--- config.mk ---
export PLATFORM = sky130hd
export DESIGN_NAME = param_processor_flat
export DESIGN_NICKNAME = d
export VERILOG_FILES = /design/src/rtl/param_processor_if.sv /design/src/rtl/param_processor.sv /design/src/flat_wrapper.sv
export SDC_FILE = /design/constraint.sdc
export NUM_CORES = 1
export LEC_CHECK = 0
export BUFFER_PORTS_ARGS = -buffer_cell sky130_fd_sc_hd__buf_2
export CORE_UTILIZATION = 64
export DETAILED_ROUTE_END_ITERATION = 6
export GPL_TIMING_DRIVEN = 0
export PLACE_DENSITY_LB_ADDON = 0.05
export SLEW_MARGIN = 0
export SYNTH_ARGS = -nofsm -noshare
export SYNTH_HDL_FRONTEND = slang
export SYNTH_SLANG_ARGS = --single-unit
export TNS_END_PERCENT = 30
--- constraint.sdc ---
create_clock -name clk_50MHz -period 4.65 [get_ports clk_50MHz]
set_clock_uncertainty 0.1 [all_clocks]
set_input_delay 0.465 -clock clk_50MHz [delete_from_list [all_inputs] [get_ports clk_50MHz]]
set_output_delay 0.465 -clock clk_50MHz [all_outputs]
set_load 0.01 [all_outputs]
--- src/rtl/param_processor_if.sv ---
// param_processor_if: start/instruction, status and debug-read signals of param_processor
interface param_processor_if #(
  parameter int DATA_W = 16,
  parameter int NREGS  = 8
);
  localparam int RW = $clog2(NREGS);
  logic              run;
  logic [DATA_W-1:0] din;
  logic [RW-1:0]     rd_sel;
  logic [DATA_W-1:0] rd_data;
  logic              done;
  logic              busy;
  logic              z_flag;
  logic              c_flag;
  modport master (output run, din, rd_sel, input rd_data, done, busy, z_flag, c_flag);
  modport slave  (input run, din, rd_sel, output rd_data, done, busy, z_flag, c_flag);
endinterface

--- src/rtl/param_processor.sv ---
// param_processor: multi-cycle register-file processor (mv/mvi/add/sub/and/or/xor) with z/c flags
module param_processor #(
  parameter int DATA_W = 16,
  parameter int NREGS  = 8
) (
  input  logic           clk_50MHz,
  input  logic           reset,
  param_processor_if.slave bus
);
  localparam int RW = $clog2(NREGS);
  localparam logic [DATA_W:0] ONE = 1;
  if (DATA_W < 3 + 2 * RW || NREGS < 2 || NREGS > 16 || (NREGS & (NREGS - 1)) != 0) begin : g_bad_param
    $error("param_processor: unsupported DATA_W/NREGS combination");
  end
  typedef enum logic [1:0] {IDLE, DECODE, EXEC, WB} state_t;
  state_t            state_q;
  logic [DATA_W-1:0] r_q [NREGS];
  logic [2:0]        op_q;
  logic [RW-1:0]     rx_q, ry_q;
  logic [DATA_W-1:0] a_q;
  logic [DATA_W:0]   g_q, g_d;
  logic              done_q, busy_q, z_q, c_q;
  logic [2:0]        op_in;
  logic [DATA_W-1:0] ry_v;
  logic              alu_in, alu_q;
  assign op_in  = bus.din[2*RW+2:2*RW];
  assign alu_in = op_in inside {[3'd2:3'd6]};
  assign alu_q  = op_q inside {[3'd2:3'd6]};
  assign ry_v   = r_q[ry_q];
  always_comb
    g_d = op_q == 3'd2 ? {1'b0, a_q} + {1'b0, ry_v} :
          op_q == 3'd3 ? {1'b0, a_q} + {1'b0, ~ry_v} + ONE :
          op_q == 3'd4 ? {1'b0, a_q & ry_v} :
          op_q == 3'd5 ? {1'b0, a_q | ry_v} :
          op_q == 3'd6 ? {1'b0, a_q ^ ry_v} : '0;
  always_ff @(posedge clk_50MHz) begin
    if (reset) begin
      for (int i = 0; i < NREGS; i++) r_q[i] <= '0;
      state_q <= IDLE;
      op_q    <= '0;
      rx_q    <= '0;
      ry_q    <= '0;
      a_q     <= '0;
      g_q     <= '0;
      done_q  <= 1'b0;
      busy_q  <= 1'b0;
      z_q     <= 1'b0;
      c_q     <= 1'b0;
    end else begin
      case (state_q)
        IDLE: if (bus.run) begin
          op_q    <= op_in;
          rx_q    <= bus.din[2*RW-1:RW];
          ry_q    <= bus.din[RW-1:0];
          state_q <= DECODE;
          busy_q  <= 1'b1;
          done_q  <= !alu_in;
        end
        DECODE: begin
          if (op_q == 3'd0) r_q[rx_q] <= r_q[ry_q];
          if (op_q == 3'd1) r_q[rx_q] <= bus.din;
          if (alu_q) a_q <= r_q[rx_q];
          state_q <= alu_q ? EXEC : IDLE;
          busy_q  <= alu_q;
          done_q  <= 1'b0;
        end
        EXEC: begin
          g_q     <= g_d;
          state_q <= WB;
          done_q  <= 1'b1;
        end
        default: begin
          r_q[rx_q] <= g_q[DATA_W-1:0];
          z_q       <= g_q[DATA_W-1:0] == '0;
          c_q       <= g_q[DATA_W];
          state_q   <= IDLE;
          busy_q    <= 1'b0;
          done_q    <= 1'b0;
        end
      endcase
    end
  end
  assign bus.rd_data = r_q[bus.rd_sel];
  assign bus.done    = done_q;
  assign bus.busy    = busy_q;
  assign bus.z_flag  = z_q;
  assign bus.c_flag  = c_q;
endmodule

--- src/flat_wrapper.sv ---
// flat-port wrapper written by rule: the top's interface ports become plain ports
module param_processor_flat 
#(
  parameter int DATA_W = 16,
  parameter int NREGS  = 8
)
  (clk_50MHz, reset, bus_run, bus_din, bus_rd_sel, bus_rd_data, bus_done, bus_busy, bus_z_flag, bus_c_flag);
  param_processor_if #(.DATA_W(DATA_W), .NREGS(NREGS)) bus_i ();
  input  logic clk_50MHz;
  input  logic reset;
  input wire logic [$bits(bus_i.run)-1:0] bus_run;
  input wire logic [$bits(bus_i.din)-1:0] bus_din;
  input wire logic [$bits(bus_i.rd_sel)-1:0] bus_rd_sel;
  output wire logic [$bits(bus_i.rd_data)-1:0] bus_rd_data;
  output wire logic [$bits(bus_i.done)-1:0] bus_done;
  output wire logic [$bits(bus_i.busy)-1:0] bus_busy;
  output wire logic [$bits(bus_i.z_flag)-1:0] bus_z_flag;
  output wire logic [$bits(bus_i.c_flag)-1:0] bus_c_flag;
  assign bus_i.run = bus_run;
  assign bus_i.din = bus_din;
  assign bus_i.rd_sel = bus_rd_sel;
  assign bus_rd_data = bus_i.rd_data;
  assign bus_done = bus_i.done;
  assign bus_busy = bus_i.busy;
  assign bus_z_flag = bus_i.z_flag;
  assign bus_c_flag = bus_i.c_flag;
  param_processor #(.DATA_W(DATA_W), .NREGS(NREGS)) u_core (.clk_50MHz(clk_50MHz), .reset(reset), .bus(bus_i));
endmodule
==> results.json <==
{
  "fillers": 1443,
  "drc": 0,
  "crit_cells": 14,
  "crit_chain": "buf_6 > buf_6 > mux4_2 > mux2i_4 > inv_1 > ha_1 > fa_1 > o21bai_2 > a211oi_1 > o21ai_1 > a211oi_2 > nor2_1 > mux2i_1 > a41oi_1",
  "synth-main-ff-cell": "edfxtp_1",
  "endpoint": "u_core.g_q[14]$_SDFFE_PP0P_",
  "avgSynthCellArea_um2": 11.30,
  "cp_max_fo": 10,
  "synthCells": 1133,
  "cts_hold_buffers": 0,
  "multiInputGateArea_um2": 7286,
  "synth_edf_count": 128,
  "clkPwrFrac_pct": 32.3,
  "grt_pass1_wl_um": 56170,
  "hpwl_um": 28740,
  "whs_path_depth": 3,
  "fin_crit_ns": 4.090,
  "cpMaxStageDelayCell": "mux4_2",
  "start_util_pct": 65.60,
  "drv_slew": 0,
  "synth-seq-area-share_pct": 37.98,
  "diodes": 0,
  "grt_pass1_vias": 9593,
  "wl_um": 36590,
  "p_sw_share_pct": 33.17,
  "end_kind": "register",
  "r2r-end": "u_core.g_q[14]$_SDFFE_PP0P_",
  "die_w_um": 143.5,
  "cp.required_ns": 4.84,
  "htreeDepth": 4,
  "status": "complete, no violations",
  "cts_tree": "yes",
  "post-cts-setup-buffer-count": 0,
  "fin_crit_sh_pct": 87.95,
  "clockRootBuffer": "clkbuf_16",
  "ir_drop_mv": 0.3037,
  "die_y_um": 143.5,
  "grt_max_degree": 19,
  "fin_ws_ns": 0.5602,
  "async_reset_ff_share_pct": 0,
  "areaGrowthSynthToFinish_pct": 8.547,
  "rows": 51,
  "post-place-ws_ns": 0.7109,
  "track_usage_pct": 37.72,
  "clkLatencyLatePin_ns": 0.44,
  "ff2ff_setup_slack_ns": 0.56,
  "startpoint_type": "register",
  "layoutNonFillerInstCount": 1468,
  "hold_class": "input pin to register",
  "netlist_area_um2": 12810,
  "path_class": "register to register",
  "intPower_uw": 2904,
  "synth_nets": 1206,
  "place.gp.congestion": 1.039,
  "drive_gt1_share_pct": 33.83,
  "antenna_found_initial": 0,
  "power_density_nw_per_um2": 312.5,
  "yosys_warnings": 0,
  "fp.dieArea_um2": 20580,
  "core_area_um2": 19530,
  "numClockSinks": 179,
  "final_core_util_pct": 71.20,
  "maxCapViolCount": 0,
  "wire_per_inst_um": 24.92,
  "seq_area_um2": 4865,
  "rr_worst_depth": 14,
  "ys_ff_latch": 179,
  "cts_resized": 0,
  "port_buffers": 38,
  "fmax_mhz": 244.5,
  "seq_power_share_pct": 42.4,
  "cp_top_family": "compound AO/OA/AOI/OAI gates",
  "cp_common_cell": "buf_6",
  "final_common_cell": "nor2_2",
  "rsz0062_at_grt": "false",
  "place_inst": 1436,
  "combPwrFrac_pct": 25.3,
  "ys_types": 74,
  "cp.arrival_ns": 4.28,
  "setup_violations": 0,
  "finalSetupTns_ns": 0,
  "leakagePower_uw": 0.004964,
  "clk_pin_slew_ns": 0.08,
  "num-nets-final": 1263,
  "worst_pin_slew_ns": 0.9087,
  "first_pass_iters": 6,
  "critical_path_buf_inv_count": 3,
  "io_pins": 42,
  "drt-initial-drc-count": 1211,
  "cts_made_buffers": 17,
  "relSlewSlack_pct": 39.42,
  "hp-start": "bus_din[4]",
  "ant_nets": 0,
  "finalHoldViolations": 0,
  "viasPerCell": 6.672,
  "gr-total-overflow": 0,
  "p_switching_uw": 1441,
  "final_cell_mix": "nor2_2, edfxtp_1, mux4_2",
  "via_count": 9795,
  "cts_buffer_depth": 2,
  "crit_path_max_incr_delay_ns": 0.55
}
==> worst min path at each step <==
stage,endpoint
after CTS,u_core.rx_q[1]$_SDFFE_PP0P_
after global routing,u_core.rx_q[1]$_SDFFE_PP0P_
after detailed placement,u_core.bus.c_flag$_SDFFE_PP0N_
after floorplan,u_core.bus.c_flag$_SDFFE_PP0N_
after global placement,u_core.bus.c_flag$_SDFFE_PP0N_
final,u_core.rx_q[1]$_SDFFE_PP0P_
==> worst min-delay path: stages <==
cell     delay (ns)
buf_2          0.11
mux2i_1        0.07
nor2_1         0.07
==> per-stage QoR <==
step / hold slack, ns / total power (uW) / cell area, um^2
finish: 0.2102 / 4345 / 13900
global placement: 0.3583 / 2926 / 13330
detailed placement: 0.3641 / 2943 / 13330
CTS: 0.2002 / 4321 / 13900
floorplan: 0.3439 / 2649 / 12810
global route: 0.2268 / 4486 / 13900
==> cell type report <==
| cell class | count | share of cell area [%] |
|---|---|---|
| sequential | 179 | 34.99 |
| inverter | 59 | 1.593 |
| timing repair buffer | 38 | 1.368 |
| multi-input combinational | 809 | 52.40 |
| clock buffer | 17 | 3.060 |
| buffer | 86 | 3.141 |
| clock inverter | 15 | 1.062 |
| tap | 265 | 2.385 |
==> power groups by stage <==
stage / Clock (uW) / Sequential (uW) / Combinational [uW]
3_3_place_gp: 0 / 1870 / 1060
4_1_cts: 1400 / 1840 / 1080
6_report: 1400 / 1840 / 1100
2_1_floorplan: 0 / 1840 / 806
5_1_grt: 1460 / 1850 / 1180
3_5_place_dp: 0 / 1870 / 1070
==> sequential cells by signal (all words and copies together) (netlist names), 2 cells and up, named ones only <==
register        flops
u_core.state_q      2
u_core.r_q        128
u_core.g_q         17
u_core.op_q         3
u_core.ry_q         3
u_core.rx_q         3
u_core.a_q         16
==> per-layer routing <==
layer  wire, um  global-route usage, %
met3       3266                  6.698
met5          0                      0
met1      14090                  48.72
met2      17450                  60.48
met4       1782                  20.88
==> cell usage after synthesis (all sizes together), types with 3 or more instances <==
| cell | instances | area share, % |
|---|---|---|
| nor2 | 206 | 8.6 |
| edfxtp | 128 | 30 |
| mux4 | 88 | 15 |
| nand2 | 84 | 2.6 |
| o21ai | 67 | 4.0 |
| mux2i | 60 | 6.3 |
| inv | 59 | 1.7 |
| buf | 54 | 2.5 |
| dfxtp | 51 | 8.0 |
| ha | 49 | 4.8 |
| a21oi | 42 | 1.7 |
| clkbuf | 32 | 0.94 |
| a211oi | 22 | 1.3 |
| mux2 | 18 | 1.6 |
| nand2b | 16 | 0.78 |
| nor3 | 13 | 0.51 |
| a221oi | 12 | 0.87 |
| nand3 | 12 | 0.61 |
| xnor2 | 12 | 0.88 |
| nor2b | 10 | 0.49 |
| o221ai | 8 | 0.55 |
| a22oi | 7 | 0.41 |
| nand4 | 7 | 0.34 |
| o211ai | 7 | 0.41 |
| o21bai | 7 | 0.47 |
| o31ai | 7 | 0.56 |
| nor4 | 6 | 0.29 |
| a311oi | 5 | 0.34 |
| o22ai | 5 | 0.24 |
| a21o | 4 | 0.23 |
| a21boi | 3 | 0.18 |
| a31oi | 3 | 0.20 |
| xor2 | 3 | 0.21 |
==> logic make-up (layout without fill, tap and decap cells) <==
family	count (synthesis)	after routing	share of synthesized area, %
simple gates	365	365	14.97
mux	166	166	23.31
buf+inv	145	215	5.138
flops	179	179	37.98
fa+ha+maj	51	51	5.099
compound gates	212	212	12.43
xor+xnor	15	15	1.084
Power figures use the tool's default switching activity.
